## src/rtl/alu_seq.sv

```systemverilog
// Sequential ALU: operand registers, one-hot op select, start/done handshake,
// single-cycle logic/arithmetic ops and a WIDTH-cycle shift-add multiplier.
module alu_seq #(
  parameter int WIDTH = 8,
  parameter int SHW   = $clog2(WIDTH)
) (
  input  logic             clk,
  input  logic             rst,
  input  logic             on,
  input  logic [2:0]       in_sel,
  input  logic [WIDTH-1:0] num1,
  input  logic [WIDTH-1:0] num2,
  input  logic [6:0]       out_sel,
  input  logic             start,
  output logic [WIDTH-1:0] out,
  output logic             carry,
  output logic             zero,
  output logic             ovf,
  output logic             busy,
  output logic             done,
  output logic             err,
  output logic [1:0]       curr_state,
  output logic [1:0]       next_state
);

  localparam logic [1:0] S_OFF  = 2'b00;
  localparam logic [1:0] S_IDLE = 2'b01;
  localparam logic [1:0] S_BUSY = 2'b10;
  localparam logic [1:0] S_DONE = 2'b11;

  localparam logic [2:0] SEL_HOLD = 3'b100;
  localparam logic [2:0] SEL_LOAD = 3'b010;
  localparam logic [2:0] SEL_CLR  = 3'b001;

  // Wide enough that no shift amount representable in SHW bits loses bits.
  localparam int EXT = WIDTH + (1 << SHW);
  localparam logic [SHW-1:0] CNT_LAST = SHW'(WIDTH - 1);

  logic [WIDTH-1:0]   r_a, r_b, r_out;
  logic               r_carry, r_zero, r_ovf, r_err;
  logic [1:0]         r_state, w_next;
  logic [SHW-1:0]     r_cnt;
  logic [2*WIDTH-1:0] r_acc, r_mcand, w_acc_nxt;
  logic [WIDTH-1:0]   r_mplier;
  logic               w_start_ok, w_onehot, w_go, w_bad, w_mul_last;
  logic [WIDTH+1:0]   w_res;

  // Returns {ovf, carry, result} for every single-cycle operation.
  function automatic logic [WIDTH+1:0] alu_op(input logic [6:0] sel,
                                               input logic [WIDTH-1:0] a,
                                               input logic [WIDTH-1:0] b);
    logic [WIDTH:0]   ext;
    logic [EXT-1:0]   sh;
    logic [WIDTH-1:0] res;
    logic             c, o;
    ext = '0;
    sh  = '0;
    res = '0;
    c   = 1'b0;
    o   = 1'b0;
    if (sel[6]) begin
      ext = {1'b0, a} + {1'b0, b};
      res = ext[WIDTH-1:0];
      c   = ext[WIDTH];
      o   = (a[WIDTH-1] == b[WIDTH-1]) && (res[WIDTH-1] != a[WIDTH-1]);
    end else if (sel[5]) begin
      ext = {1'b0, a} - {1'b0, b};
      res = ext[WIDTH-1:0];
      c   = ext[WIDTH];
      o   = (a[WIDTH-1] != b[WIDTH-1]) && (res[WIDTH-1] != a[WIDTH-1]);
    end else if (sel[4]) begin
      res = a & b;
    end else if (sel[3]) begin
      res = a | b;
    end else if (sel[2]) begin
      res = a ^ b;
    end else if (sel[1]) begin
      sh  = EXT'(a) << b[SHW-1:0];
      res = sh[WIDTH-1:0];
      o   = |sh[EXT-1:WIDTH];
    end
    return {o, c, res};
  endfunction

  assign w_start_ok = on && (r_state == S_IDLE) && start && (in_sel == SEL_HOLD);
  assign w_onehot   = (out_sel != 7'd0) && ((out_sel & (out_sel - 7'd1)) == 7'd0);
  assign w_go       = w_start_ok && w_onehot;
  assign w_bad      = w_start_ok && !w_onehot;
  assign w_res      = alu_op(out_sel, r_a, r_b);
  assign w_acc_nxt  = r_acc + (r_mplier[0] ? r_mcand : '0);
  assign w_mul_last = (r_state == S_BUSY) && (r_cnt == CNT_LAST);

  always_comb begin
    w_next = r_state;
    if (!on) begin
      w_next = S_OFF;
    end else begin
      case (r_state)
        S_OFF:   w_next = S_IDLE;
        S_IDLE:  if (w_go) w_next = out_sel[0] ? S_BUSY : S_DONE;
        S_BUSY:  if (r_cnt == CNT_LAST) w_next = S_DONE;
        default: w_next = S_IDLE;
      endcase
    end
  end

  always_ff @(posedge clk or negedge rst) begin
    if (!rst) begin
      r_state <= S_OFF;
      r_err   <= 1'b0;
      r_cnt   <= '0;
      r_a     <= '0;
      r_b     <= '0;
      r_out   <= '0;
      r_carry <= 1'b0;
      r_zero  <= 1'b0;
      r_ovf   <= 1'b0;
    end else begin
      r_state <= w_next;
      r_err   <= w_bad;
      r_cnt   <= (r_state == S_BUSY) ? r_cnt + 1'b1 : '0;
      if (!on) begin
        r_out   <= '0;
        r_carry <= 1'b0;
        r_zero  <= 1'b0;
        r_ovf   <= 1'b0;
      end else if (r_state == S_IDLE) begin
        if (in_sel == SEL_LOAD) begin
          r_a <= num1;
          r_b <= num2;
        end else if (in_sel == SEL_CLR) begin
          r_a     <= '0;
          r_b     <= '0;
          r_out   <= '0;
          r_carry <= 1'b0;
          r_zero  <= 1'b0;
          r_ovf   <= 1'b0;
        end else if (w_go && !out_sel[0]) begin
          r_out   <= w_res[WIDTH-1:0];
          r_carry <= w_res[WIDTH];
          r_ovf   <= w_res[WIDTH+1];
          r_zero  <= (w_res[WIDTH-1:0] == '0);
        end
      end else if (w_mul_last) begin
        r_out   <= w_acc_nxt[WIDTH-1:0];
        r_carry <= 1'b0;
        r_ovf   <= |w_acc_nxt[2*WIDTH-1:WIDTH];
        r_zero  <= (w_acc_nxt[WIDTH-1:0] == '0);
      end
    end
  end

  // Multiplier datapath: seeded on start, one partial product per BUSY cycle.
  always_ff @(posedge clk) begin
    if (w_go) begin
      r_acc    <= '0;
      r_mcand  <= {{WIDTH{1'b0}}, r_a};
      r_mplier <= r_b;
    end else if (r_state == S_BUSY) begin
      r_acc    <= w_acc_nxt;
      r_mcand  <= r_mcand << 1;
      r_mplier <= r_mplier >> 1;
    end
  end

  assign out        = r_out;
  assign carry      = r_carry;
  assign zero       = r_zero;
  assign ovf        = r_ovf;
  assign busy       = (r_state == S_BUSY);
  assign done       = (r_state == S_DONE);
  assign err        = r_err;
  assign curr_state = r_state;
  assign next_state = w_next;

endmodule

```

## config.mk

```make
export PLATFORM = sky130hd
export DESIGN_NAME = alu_seq
export DESIGN_NICKNAME = d
export VERILOG_FILES = /design/src/rtl/alu_seq.sv
export SDC_FILE = /design/constraint.sdc
export NUM_CORES = 1
export LEC_CHECK = 0
export ABC_CLOCK_PERIOD_IN_PS = 4200
export BUFFER_PORTS_ARGS = -buffer_cell sky130_fd_sc_hd__buf_2
export CORE_UTILIZATION = 61
export DETAILED_ROUTE_END_ITERATION = 8
export PLACE_DENSITY = 0.78
export SYNTH_ARGS = -nofsm -noshare
export SYNTH_HDL_FRONTEND = slang
export SYNTH_SLANG_ARGS = --single-unit
```

## constraint.sdc

```tcl
create_clock -name clk -period 4.2 [get_ports clk]
set_input_delay 0.63 -clock clk [delete_from_list [all_inputs] [get_ports clk]]
set_output_delay 0.63 -clock clk [all_outputs]
set_load 0.02 [all_outputs]
```

==> run_results.csv <==
group,metric,value,unit
run_status,status,"completed",
critical_path,criticalPathCategory,"register to output pin",
route,wl_per_cell,18.7,um
final_layout,mostFrequentLayoutCells,"49 x nor2_1, 47 x buf_2, 46 x ha_1",
final_layout,final_common_cell,"nor2_1",
sta,relSlewSlack,0.187,
floorplan,initial_utilization,0.641,
cts,clk_pin_slew,0.10,ns
sta,max_freq,282,MHz
cts,worstSkewPairLatency,0.37,ns
critical_path,cp_max_fo,8,
final_layout,fillers,664,
final_layout,antennaDiodeCount,0,
final_layout,area_delta_synth_final,9.12,%
synthesis,syn_area,5350,um2
cts,cts_htree_levels,3,
sta,worst_slew_pin_slew,1.21,ns
sta,fin_crit,3.54,ns
synthesis,synth_cell_type_count,69,
cts,hold_buffers,0,
synthesis,yosysWarnings,0,
route,postRouteAntennaNets,0,
power_and_ir_drop,ir_worst_vdd,0.347,mV
global_routing,grt_pass1_wl,21.2,mm
cts,cts.sinks,73,
power_and_ir_drop,p_per_area,406,nW/um2
placement,place_inst,698,
route,num_vias,4612,
critical_path,critPathArrivalTime,2.91,ns
cts,post_cts_buffers,0,
cts,cts_root_buf,"clkbuf_8",
final_layout,layout-drive-gt1-share,0.158,
cts,cts_resized,0,
global_routing,grt_pass1_vias,4217,
job,cap_violations,0,
floorplan,die_w,95.6,um
synthesis,avgSynthCellArea,9.42,um2
cts,cts_max_path_buffers,2,
final_layout,utilization,0.700,
placement,numPortBuffers,47,
sta,tns,0,ns
sta,post-route-period-util,0.843,
placement,dpl-instance-area,5650,um2
sta,fin_skew,0.0232,ns
floorplan,die_y,95.6,um
synthesis,async_reset_ff_frac,0.452,
hold_path,min_path_type,"input port to asynchronous set/reset pin",
global_routing,grt_usage,0.307,
placement,hpwlAfterDp,9.71,mm
sta,setup_viol,0,
sta,hold_violations,0,
global_routing,grt_max_degree,42,
cts,cts_tree,"done",
global_routing,grt-ovfl-total,0,
route,routed_wl,13.4,mm
floorplan,ioPinCount,48,
final_layout,final_cells,714,
route,drt_iter0_markers,333,
route,drc,0,
synthesis,synth-edff-count,16,
final_layout,nNetsFinal,683,
placement,gp_congestion,0.932,
synthesis,synth-main-ff-cell,"dfrtp_1",
synthesis,ys_ff_latch,73,
critical_path,cp_data_required_time,3.57,ns
floorplan,core,8340,um2
final_layout,final_cell_area,5840,um2
route,viasPerCell,6.46,
synthesis,seq_area_frac_synth,0.334,
power_and_ir_drop,cellLeakagePower,2.46,nW
route,drtPass1Iterations,5,
sta,grt_setup_unrepaired,"false",
global_routing,antenna_found_initial,0,
critical_path,start_kind,"register",
synthesis,netlist_instances,568,
sta,maxSlewViolCount,0,
critical_path,crit_path_end_kind,"output pin",
floorplan,die_area,9150,um2
floorplan,rows,33,
synthesis,syn_nets,647,
cts,cts_made_buffers,9,
-- through the flow --
| stage | hold WS [ns] | setup WS, ns | total power, mW |
|---|---|---|---|
| floorplan | 0.334 | 0.818 | 1.58 |
| global placement | 0.422 | 0.821 | 1.80 |
| detailed placement | 0.441 | 0.761 | 1.82 |
| CTS | 0.353 | 0.635 | 2.36 |
| global route | 0.397 | 0.442 | 2.50 |
| finish | 0.330 | 0.659 | 2.37 |
-- critical path: stages (launching register included) --
cell and delay (ns):
dfrtp_1 0.45, inv_1 0.08, ha_1 0.34, nand2_1 0.16, or4_1 0.59, a211oi_4 0.29, o21a_1 0.15, nor2_1 0.04
nor3b_1 0.23, buf_2 0.21
-- layer usage --
layer  track usage  vias up  share of wire  routed length, um
met2         0.467      165           0.44               5840
met3        0.0582       30          0.063                843
met4         0.106        0          0.025                330
met5             0        -              0                  0
met1         0.437     2224           0.47               6340
li1              -     2193              -                  -
-- synthesized netlist by cell type, types with 18 or more instances --
cell / count / area [um2]
a21oi_1: 39 / 195
a22o_1: 21 / 184
and2_1: 21 / 131
clkbuf_1: 22 / 82.6
dfrtp_1: 33 / 826
dfxtp_1: 24 / 480
ha_1: 46 / 576
inv_1: 29 / 109
mux2i_1: 19 / 190
nand2_1: 27 / 101
nor2_1: 49 / 184
o21ai_0: 22 / 110
xnor2_1: 18 / 158
-- cells by family (layout without fill, tap and decap cells) --
kind of cell	count (synthesis)	after routing	share of synthesized area
simple gates	157	157	0.150
xor+xnor	25	25	0.0409
flops	73	73	0.334
compound gates	165	165	0.218
mux	40	40	0.0945
buf+inv	59	100	0.0437
fa+ha+maj	49	49	0.119
-- flip-flops by register name, summed over array words and instances (netlist names), 2 cells and up --
| signal | cells |
|---|---|
| curr_state | 2 |
| r_mcand | 16 |
| r_cnt | 3 |
| r_a | 8 |
| out | 8 |
| r_acc | 16 |
| r_b | 8 |
| r_mplier | 8 |
-- cell type report --
| class | instances | area [um2] | share of cell area |
|---|---|---|---|
| well taps | 105 | 131 | 0.0225 |
| clock buffers | 9 | 124 | 0.0212 |
| multi-input cells | 436 | 3340 | 0.571 |
| inverters | 30 | 113 | 0.0193 |
| clock inverters | 7 | 58.8 | 0.0101 |
| repair buffers | 54 | 288 | 0.0493 |
| flip-flops and latches | 73 | 1790 | 0.306 |
-- worst paths after layout --
kind | from | to | slack (ns) | cells after the start
min in group clk | r_cnt[0] | r_cnt[0] | 0.46 | 1
worst max-delay path | curr_state[1] | next_state[1] | 0.66 | 9
worst max register to register | r_b[0] | zero | 0.91 | 10
max in group asynchronous | rst | r_b[6] | 3.36 | 1
worst min-delay path | rst | r_b[1] | 0.33 | 1
worst min register to register | r_cnt[0] | r_cnt[0] | 0.46 | 1
-- where the power goes --
part / total (mW) / leakage (nW) / internal, mW / switching, mW
logic: 0.937 / 1.59 / 0.400 / 0.537
registers: 0.897 / 0.780 / 0.795 / 0.101
clock network: 0.534 / 0.0891 / 0.225 / 0.309
total: 2.37 / 2.46 / 1.42 / 0.947
(Power assumes the default switching activity.)
